$ cat config.mk
export PLATFORM = sky130hd
export DESIGN_NAME = mdu_iter_flat
export DESIGN_NICKNAME = d
export VERILOG_FILES = /design/src/rtl/mdu_if.sv /design/src/rtl/mdu_iter.sv /design/src/flat_wrapper.sv
export SDC_FILE = /design/constraint.sdc
export NUM_CORES = 1
export LEC_CHECK = 0
export BUFFER_PORTS_ARGS = -buffer_cell sky130_fd_sc_hd__buf_4
export CORE_MARGIN = 1
export CORE_UTILIZATION = 55
export DETAILED_ROUTE_END_ITERATION = 7
export GPL_TIMING_DRIVEN = 0
export PLACE_DENSITY = 0.75
export SKIP_LAST_GASP = 1
export SLEW_MARGIN = 20
export SYNTH_ARGS = -nofsm -noshare
export SYNTH_HDL_FRONTEND = slang
export SYNTH_SLANG_ARGS = --single-unit
$ cat constraint.sdc
create_clock -name clk -period 13.82 [get_ports clk]
set_input_delay 2.073 -clock clk [delete_from_list [all_inputs] [get_ports clk]]
set_output_delay 2.073 -clock clk [all_outputs]
set_load 0.005 [all_outputs]
$ cat src/rtl/mdu_if.sv
// mdu_if: datapath-to-MDU request/result bundle; carries cancel only when MDU_CANCEL_EN is defined.
`timescale 1ns/1ps
interface mdu_if #(parameter int WIDTH = 32);
  logic             start;
  logic [1:0]       op;
  logic [WIDTH-1:0] a;
  logic [WIDTH-1:0] b;
  logic             hi_we;
  logic             lo_we;
  logic [WIDTH-1:0] wdata;
  logic             busy;
  logic             done;
  logic             div_by_zero;
  logic [WIDTH-1:0] hi;
  logic [WIDTH-1:0] lo;
`ifdef MDU_CANCEL_EN
  logic             cancel;
  modport master(output start, op, a, b, hi_we, lo_we, wdata, cancel,
                 input busy, done, div_by_zero, hi, lo);
  modport slave(input start, op, a, b, hi_we, lo_we, wdata, cancel,
                output busy, done, div_by_zero, hi, lo);
`else
  modport master(output start, op, a, b, hi_we, lo_we, wdata,
                 input busy, done, div_by_zero, hi, lo);
  modport slave(input start, op, a, b, hi_we, lo_we, wdata,
                output busy, done, div_by_zero, hi, lo);
`endif
endinterface

$ cat src/rtl/mdu_iter.sv
// mdu_iter: radix-2 iterative MULT/MULTU/DIV/DIVU unit with HI/LO registers, 32 iterations per op.
// Optional MDU_CANCEL_EN adds a cancel input that aborts a running operation.
`timescale 1ns/1ps
module mdu_iter #(parameter int WIDTH = 32) (
  input logic  clk,
  input logic  reset,
  mdu_if.slave bus
);
  localparam int ITER = WIDTH;
  localparam int CW = $clog2(ITER);
  typedef enum logic [1:0] {IDLE, RUN, FIN} state_t;
  state_t             r_state;
  logic               r_busy, r_done, r_dz, r_neg_q, r_neg_r;
  logic [1:0]         r_op;
  logic [CW-1:0]      r_cnt;
  logic [WIDTH-1:0]   r_hi, r_lo, r_a, r_m;
  logic [2*WIDTH-1:0] r_p;
  logic               w_sgn, w_go, w_cancel, w_dz;
  logic [WIDTH-1:0]   w_am, w_bm, w_q, w_r, w_res_hi, w_res_lo;
  logic [WIDTH:0]     w_sum, w_sh, w_diff;
  logic [2*WIDTH-1:0] w_mul_p, w_div_p, w_next_p, w_prod;
  assign w_sgn = ~bus.op[0];
  assign w_am  = (w_sgn & bus.a[WIDTH-1]) ? -bus.a : bus.a;
  assign w_bm  = (w_sgn & bus.b[WIDTH-1]) ? -bus.b : bus.b;
  assign w_go  = bus.start & (r_state != RUN);
`ifdef MDU_CANCEL_EN
  assign w_cancel = bus.cancel;
`else
  assign w_cancel = 1'b0;
`endif
  // Multiply: add-and-shift-right over {acc, multiplier}.
  assign w_sum   = {1'b0, r_p[2*WIDTH-1:WIDTH]} + (r_p[0] ? {1'b0, r_m} : '0);
  assign w_mul_p = {w_sum, r_p[WIDTH-1:1]};
  // Divide: restoring step over {remainder, dividend/quotient}.
  assign w_sh    = {r_p[2*WIDTH-1:WIDTH], r_p[WIDTH-1]};
  assign w_diff  = w_sh - {1'b0, r_m};
  assign w_div_p = {w_diff[WIDTH] ? w_sh[WIDTH-1:0] : w_diff[WIDTH-1:0], r_p[WIDTH-2:0], ~w_diff[WIDTH]};
  assign w_next_p = r_op[1] ? w_div_p : w_mul_p;
  assign w_prod   = r_neg_q ? -w_next_p : w_next_p;
  assign w_q      = w_next_p[WIDTH-1:0];
  assign w_r      = w_next_p[2*WIDTH-1:WIDTH];
  assign w_dz     = r_op[1] & (r_m == '0);
  assign w_res_hi = !r_op[1] ? w_prod[2*WIDTH-1:WIDTH] : w_dz ? r_a : r_neg_r ? -w_r : w_r;
  assign w_res_lo = !r_op[1] ? w_prod[WIDTH-1:0] : w_dz ? '1 : r_neg_q ? -w_q : w_q;
  always_ff @(posedge clk or posedge reset) begin
    if (reset) begin
      r_state <= IDLE;
      r_busy  <= 1'b0;
      r_done  <= 1'b0;
      r_dz    <= 1'b0;
      r_neg_q <= 1'b0;
      r_neg_r <= 1'b0;
      r_op    <= '0;
      r_cnt   <= '0;
      r_hi    <= '0;
      r_lo    <= '0;
      r_a     <= '0;
      r_m     <= '0;
      r_p     <= '0;
    end else begin
      r_done <= 1'b0;
      if (w_go) begin
        r_state <= RUN;
        r_busy  <= 1'b1;
        r_op    <= bus.op;
        r_a     <= bus.a;
        r_m     <= bus.op[1] ? w_bm : w_am;
        r_p     <= {{WIDTH{1'b0}}, bus.op[1] ? w_am : w_bm};
        r_neg_q <= w_sgn & (bus.a[WIDTH-1] ^ bus.b[WIDTH-1]);
        r_neg_r <= w_sgn & bus.a[WIDTH-1];
        r_cnt   <= '0;
      end else if (r_state == RUN && w_cancel) begin
        r_state <= IDLE;
        r_busy  <= 1'b0;
      end else if (r_state == RUN) begin
        r_p   <= w_next_p;
        r_cnt <= r_cnt + 1'b1;
        if (r_cnt == CW'(ITER - 1)) begin
          r_state <= FIN;
          r_busy  <= 1'b0;
          r_done  <= 1'b1;
          r_dz    <= w_dz;
          r_hi    <= w_res_hi;
          r_lo    <= w_res_lo;
        end
      end else begin
        r_state <= IDLE;
        if (bus.hi_we) r_hi <= bus.wdata;
        if (bus.lo_we) r_lo <= bus.wdata;
      end
    end
  end
  assign bus.busy        = r_busy;
  assign bus.done        = r_done;
  assign bus.div_by_zero = r_dz;
  assign bus.hi          = r_hi;
  assign bus.lo          = r_lo;
endmodule

$ cat src/flat_wrapper.sv
// flat-port wrapper written by rule: the top's interface ports become plain ports
module mdu_iter_flat 
#(parameter int WIDTH = 32)
  (clk, reset, bus_start, bus_op, bus_a, bus_b, bus_hi_we, bus_lo_we, bus_wdata, bus_busy, bus_done, bus_div_by_zero, bus_hi, bus_lo);
  mdu_if #(.WIDTH(WIDTH)) bus_i ();
  input logic clk;
  input logic reset;
  input wire logic [$bits(bus_i.start)-1:0] bus_start;
  input wire logic [$bits(bus_i.op)-1:0] bus_op;
  input wire logic [$bits(bus_i.a)-1:0] bus_a;
  input wire logic [$bits(bus_i.b)-1:0] bus_b;
  input wire logic [$bits(bus_i.hi_we)-1:0] bus_hi_we;
  input wire logic [$bits(bus_i.lo_we)-1:0] bus_lo_we;
  input wire logic [$bits(bus_i.wdata)-1:0] bus_wdata;
  output wire logic [$bits(bus_i.busy)-1:0] bus_busy;
  output wire logic [$bits(bus_i.done)-1:0] bus_done;
  output wire logic [$bits(bus_i.div_by_zero)-1:0] bus_div_by_zero;
  output wire logic [$bits(bus_i.hi)-1:0] bus_hi;
  output wire logic [$bits(bus_i.lo)-1:0] bus_lo;
  assign bus_i.start = bus_start;
  assign bus_i.op = bus_op;
  assign bus_i.a = bus_a;
  assign bus_i.b = bus_b;
  assign bus_i.hi_we = bus_hi_we;
  assign bus_i.lo_we = bus_lo_we;
  assign bus_i.wdata = bus_wdata;
  assign bus_busy = bus_i.busy;
  assign bus_done = bus_i.done;
  assign bus_div_by_zero = bus_i.div_by_zero;
  assign bus_hi = bus_i.hi;
  assign bus_lo = bus_i.lo;
  mdu_iter #(.WIDTH(WIDTH)) u_core (.clk(clk), .reset(reset), .bus(bus_i));
endmodule
# == Word level (Yosys, flattened, before mapping) ==
# Cells that the tools add are included.
# word_totals
reg_bits,206
inputBits,103
word_cells,77
# op_classes
n_addsub,8
eq_ne,5
muxes,33
bitwise,9
reduce_logical,9
# op_table
operator,n
two-way mux 32 bit,18
two-way mux 64 bit,4
negator 32 bit,4
negator 64 bit,1
adder 32 x 33 -> 33 bit,1
subtractor 33 x 32 -> 33 bit,1
zero test 32 bit,1
two-way mux 5 bit,2
AND reduction 3 bit,3
nonzero test 2 bit,4
two-way mux 1 bit,6
two-way mux 2 bit,3
"adder 5 x 1 -> 5 bit, second input constant",1
AND 1 bit,5
"equality test 5 bit, second input constant",1
"inequality test 3 x 2 -> 1 bit, second input constant",1
inverter 1 bit,3
"equality test 2 x 1 -> 1 bit, second input constant",1
"inequality test 2 x 1 -> 1 bit, second input constant",1
"inequality test 2 bit, second input constant",1
AND reduction 2 bit,1
XOR 1 bit,1

# == Longest topological paths before layout ==
# depth
depth_word,9
ltp_mapped,24
mapped_depth_nobuf,22

# == Worst setup path before layout ==
# OpenSTA, ideal clock, no wires.
# synth_path
kind,register to register
start,register u_core.r_p[50]
end,"register u_core.r_hi[30], in the netlist u_core.bus.hi[30]"
setup_ps,118
arrival_time_ps,5206
slack_ps,8496
path_stages_with_launch,23
n_path_buf,2
period_less_slack_ps,5324
path_cell_list,dfrtp_1 -> ha_1 -> a21oi_2 -> o21ai_1 -> a41o_1 -> a2111o_1 -> nor3_2 -> clkbuf_1 -> nor3_1 -> a21oi_1 -> ha_1 -> o2111ai_1 -> nand2b_1 -> or2_2 -> or2_2 -> nand2b_1 -> clkbuf_1 -> nor2b_1 -> nand4_1 -> nor4b_1 -> mux2i_1 -> o22ai_1 -> a21o_1
# synth_via
elab_chain_cells,9
elab_cells_between_ends,13
classes_between,add/sub (4); mux (8); bitwise (1)
# synth_rtl
item,line,source
from (decl),mdu_iter.sv:17,logic [2*WIDTH-1:0] r_p;
from (signal assigned),mdu_iter.sv:68,"r_p <= {{WIDTH{1'b0}}, bus.op[1] ? w_am : w_bm};"
from (signal assigned),mdu_iter.sv:76,r_p <= w_next_p;
subtractor 33 x 32 -> 33 bit,mdu_iter.sv:36,"assign w_diff = w_sh - {1'b0, r_m};"
two-way mux 32 bit,mdu_iter.sv:37,"assign w_div_p = {w_diff[WIDTH] ? w_sh[WIDTH-1:0] : w_diff[WIDTH-1:0], r_p[WIDTH-2:0], ~w_diff[WIDTH]};"
two-way mux 64 bit *,mdu_iter.sv:38,assign w_next_p = r_op[1] ? w_div_p : w_mul_p;
negator 32 bit,mdu_iter.sv:43,assign w_res_hi = !r_op[1] ? w_prod[2*WIDTH-1:WIDTH] : w_dz ? r_a : r_neg_r ? -w_r : w_r;
two-way mux 32 bit (2 in series),mdu_iter.sv:43,
two-way mux 32 bit *,mdu_iter.sv:43,
two-way mux 32 bit *,mdu_iter.sv:78,if (r_cnt == CW'(ITER - 1)) begin
two-way mux 32 bit *,mdu_iter.sv:75,end else if (r_state == RUN) begin
to (signal assigned),mdu_iter.sv:83,r_hi <= w_res_hi;
to (signal assigned),mdu_iter.sv:88,if (bus.hi_we) r_hi <= bus.wdata;
to (decl),mdu_iter.sv:16,"logic [WIDTH-1:0] r_hi, r_lo, r_a, r_m;"
# Every way passes the cells marked *; elsewhere a longest branch is shown, timed or not. The select of a mux whose other input is x is not followed.
# A chain may end at the register's enable or synchronous reset.

# == Worst setup path in the final report ==
# layout_path
start,register u_core.r_m[21]
end,"register u_core.r_hi[30], in the netlist u_core.bus.hi[30]"
# layout_via
elab_chain_cells,9
elab_cells_between_ends,16
classes_between,add/sub (4); mux (9); bitwise (2); reduce/logical (1)
# layout_rtl
item,line,source
from (decl),mdu_iter.sv:16,
from (signal assigned),mdu_iter.sv:67,r_m <= bus.op[1] ? w_bm : w_am;
subtractor 33 x 32 -> 33 bit / two-way mux 32 bit (equally long branches),"mdu_iter.sv:36, mdu_iter.sv:32",
two-way mux 32 bit / adder 32 x 33 -> 33 bit (equally long branches),"mdu_iter.sv:37, mdu_iter.sv:32",
two-way mux 64 bit,mdu_iter.sv:38,
negator 32 bit,mdu_iter.sv:43,
two-way mux 32 bit (2 in series),mdu_iter.sv:43,
two-way mux 32 bit *,mdu_iter.sv:43,
two-way mux 32 bit *,mdu_iter.sv:78,
two-way mux 32 bit *,mdu_iter.sv:75,
# Marked as above.

==> summary.txt <==
Status
  – Status: finished clean

Synth
  – Synth area leader: dfrtp_1
  – Post-synthesis cell count: about 2400
  – Synth warnings: 0
  – Synth cell count leaders: nand2_1 (267), o21ai_0 (245), nor2_1 (207), dfrtp_1 (205), a21oi_1 (202)
  – Mapped cell area: 0.01865 sq mm
  – Ranking of synthesized cells by area: dfrtp_1 (28%), o21ai_0 (6.6%), a21oi_1 (5.4%)
  – Synth Flop Type: dfrtp_1
  – Average size of a mapped cell: 7.671 sq um
  – Synth unique cells: ~90
  – Syn_nets: 2606
  – EDFF count, synth: 0
  – Cell with the most instances after synthesis: nand2_1
  – Synth top area share: 27.51%
  – FFs w/ async S/R, synth: 100.0%
  – Seq/Total Area, Yosys: 27.51%
  – Synth Register Bits: 205

GRT
  – Total global-route track usage: 49.10%
  – Largest net degree at the start of global routing: 93
  – First-pass GRT wire length: 123800 um
  – GR Overflow Total: 0
  – Initial antenna violation count: 2
  – Vias in the first global route: 20020

Detailed routing
  – Vias: 21540
  – DRC Markers: 0
  – Vias per inst: approximately 7
  – Antenna Nets Post-Route: 0
  – WL per Instance: about 28 um
  – First-pass detailed-route iteration total: 7
  – DRT Wirelength: 87000 um
  – First-iteration detailed-routing DRC count: 3292

Worst setup path
  – Critical path class: reg2reg
  – Required time of the critical path: 14.25 ns
  – CP startpoint kind: flop
  – Critical path data arrival time: 7.83 ns
  – Delay-heaviest family, CP: simple AND/OR/NAND/NOR gates
  – CP Max Fanout: 10
  – Cell Chain, Critical Path: inv_1 -> ha_1 -> a21oi_2 -> o21ai_0 -> a41o_1 -> a2111o_1 -> nor3_2 -> clkbuf_1 -> nor3_2 -> a21oi_1 -> ha_1 -> o2111ai_1 -> nand2b_1 -> or2_2 -> or2_2 -> nand2b_1 -> clkbuf_1 -> nor2b_1 -> nand4_1 -> nor4b_1 -> mux2i_1 -> o22ai_1 -> a21o_1
  – Critical Path Max Stage Delay: 0.58 ns
  – CP max stage cell: nor3_2
  – Crit path capture type: flop
  – CP bufs+invs: 3

Floorplan
  – # rows: 67
  – Starting density of the core: 55.76%
  – Die width: 186.1 um
  – Die Ht: ~190 um
  – Core area: 0.03345 sq mm
  – Die Area: 0.03465 sq mm
  – # IOs: 170

Layout
  – Layout area overhead: 14.46%
  – Fraction of layout cells with a size suffix above 1: a little under an eighth
  – Fin util: a little under two thirds
  – Post-route cell area: between 0.02 and 0.025 sq mm
  – Antenna diodes: 0
  – Nets: 2801

Placed design
  – RD Place Congestion: 1.118
  – IO buf count: 167
  – Area post-placement: 0.02054 sq mm
  – Hpwl dp: 68960 um

Clock network
  – Post-cts resize count: 0
  – Clock transition at path regs: 0.07 ns
  – CTS Sinks: about 210
  – CTS Buf Count: 23
  – Clk_lat worst skew: 0.55 ns
  – Root buffer cell: clkbuf_16
  – H-Tree Level Count: 1
  – Hold Buf Count CTS: 0
  – CTS tree: built
  – Postcts setup bufs: 0
  – CTS max path bufs: 3

STA
  – Slew Limit Fails: 0
  – Post-Route Setup TNS: 0 ns
  – Final setup fails: 0
  – RSZ-0062 raised after global routing: no
  – Final Critical Period: around 7.4 ns
  – Slew @ Worst Pin: ~1.2 ns
  – Slew headroom: 22.03%
  – Fin crit share: 53.57%
  – Fmax: 0.1351 GHz
  – Final hold viol count: 0
  – Layout Skew: 0.01815 ns

Hold path
  – Hold WC Path Type: reg2reg

Run
  – Max cap viols: 0
-- cell usage in the layout, fill, tap and decap left out, types with 20 or more instances in the layout --
cell type / Yosys / routed
nand2_1: 267 / 267
o21ai_0: 245 / 245
nor2_1: 207 / 207
dfrtp_1: 205 / 205
a21oi_1: 202 / 202
buf_4: 0 / 167
clkbuf_1: 132 / 135
xnor2_1: 99 / 99
xor2_1: 82 / 82
inv_1: 72 / 71
nand3_1: 70 / 70
ha_1: 70 / 70
nor3_1: 64 / 63
a211oi_1: 59 / 59
and2_1: 47 / 47
o22ai_1: 44 / 44
mux2i_1: 43 / 43
mux2_2: 42 / 42
o31ai_1: 35 / 35
a31oi_1: 32 / 32
nand2b_1: 28 / 28
o211ai_1: 26 / 26
a21o_1: 23 / 23
clkbuf_16: 0 / 23
nand4_1: 22 / 22
or3_1: 22 / 22
o21a_1: 20 / 20
o41ai_1: 20 / 20
-- sequential cells by signal (all words and copies together), names as in the netlist --
register and cells:
u_core.bus.busy 1, u_core.bus.div_by_zero 1, u_core.bus.done 1, u_core.bus.hi 32, u_core.bus.lo 32, u_core.r_a 32, u_core.r_cnt 5, u_core.r_m 32
u_core.r_neg_q 1, u_core.r_neg_r 1, u_core.r_op 1, u_core.r_p 64, u_core.r_state 2
-- worst reg2reg max path, delay by kind of cell (launching register included) --
| kind | cells | cell delay [ns] |
|---|---|---|
| compound gates | 8 | 1.94 |
| mux | 1 | 0.29 |
| fa+ha+maj | 2 | 0.68 |
| flops | 1 | 0.49 |
| simple gates | 9 | 2.90 |
| buf+inv | 3 | 1.01 |
-- kinds of logic (layout without fill, tap and decap cells) --
logic type      after synthesis  after routing  synth area share (%)
compound gates              835            835                 28.53
xor+xnor                    181            181                 8.501
fa+ha+maj                    72             72                 4.911
buf+inv                     227            439                 4.649
flops                       205            205                 27.51
mux                          85             85                 4.844
simple gates                826            826                 21.05
-- final timing paths --
kind                       cells past startpoint                       endpoint                          from  slack (ns)
max                                           23  u_core.bus.hi[30]$_DFFE_PP0P_    u_core.r_m[21]$_DFFE_PP0P_        6.42
min                                            2   u_core.bus.hi[1]$_DFFE_PP0P_  u_core.bus.hi[1]$_DFFE_PP0P_        0.49
max reg2reg                                   23  u_core.bus.hi[30]$_DFFE_PP0P_    u_core.r_m[21]$_DFFE_PP0P_        6.42
min reg2reg                                    2   u_core.bus.hi[1]$_DFFE_PP0P_  u_core.bus.hi[1]$_DFFE_PP0P_        0.49
max in group asynchronous                      3     u_core.r_p[61]$_DFFE_PP0P_                         reset       11.47
min in group asynchronous                      2     u_core.r_p[20]$_DFFE_PP0P_                         reset        1.54
-- layout make-up --
cell class	instances	area, sq um
multi-input combinational	1999	12670
fill	2964	12100
sequential	205	5130
timing repair buffer	170	1314
clock buffer	30	641.9
buffer	152	585.6
tap	448	560.5
inverter	75	289.0
clock inverter	12	156.4
-- per-layer routing --
| layer | GRT usage, % | up-vias | share of wire [%] |
|---|---|---|---|
| li1 | - | 9279 | - |
| met1 | 59.30 | 10150 | 36 |
| met2 | 72.76 | 1674 | 41 |
| met3 | 16.86 | 443 | 13 |
| met4 | 35.64 | 2 | 8.9 |
| met5 | 0 | - | 0.016 |
-- per-stage QoR --
step | hold WS [ns] | worst slack, ns | std cells
3_5_place_dp | 0.4721 | 6.779 | 3049
3_3_place_gp | 0.4669 | 4.230 | 3046
6_report | 0.4894 | 6.416 | 3091
2_1_floorplan | 0.4447 | 6.151 | 2431
5_1_grt | 0.5127 | 6.272 | 3091
4_1_cts | 0.4863 | 6.741 | 3091
Power is not shown: default switching activity piles up to over one toggle a cycle in this logic, so the estimate is an artifact.
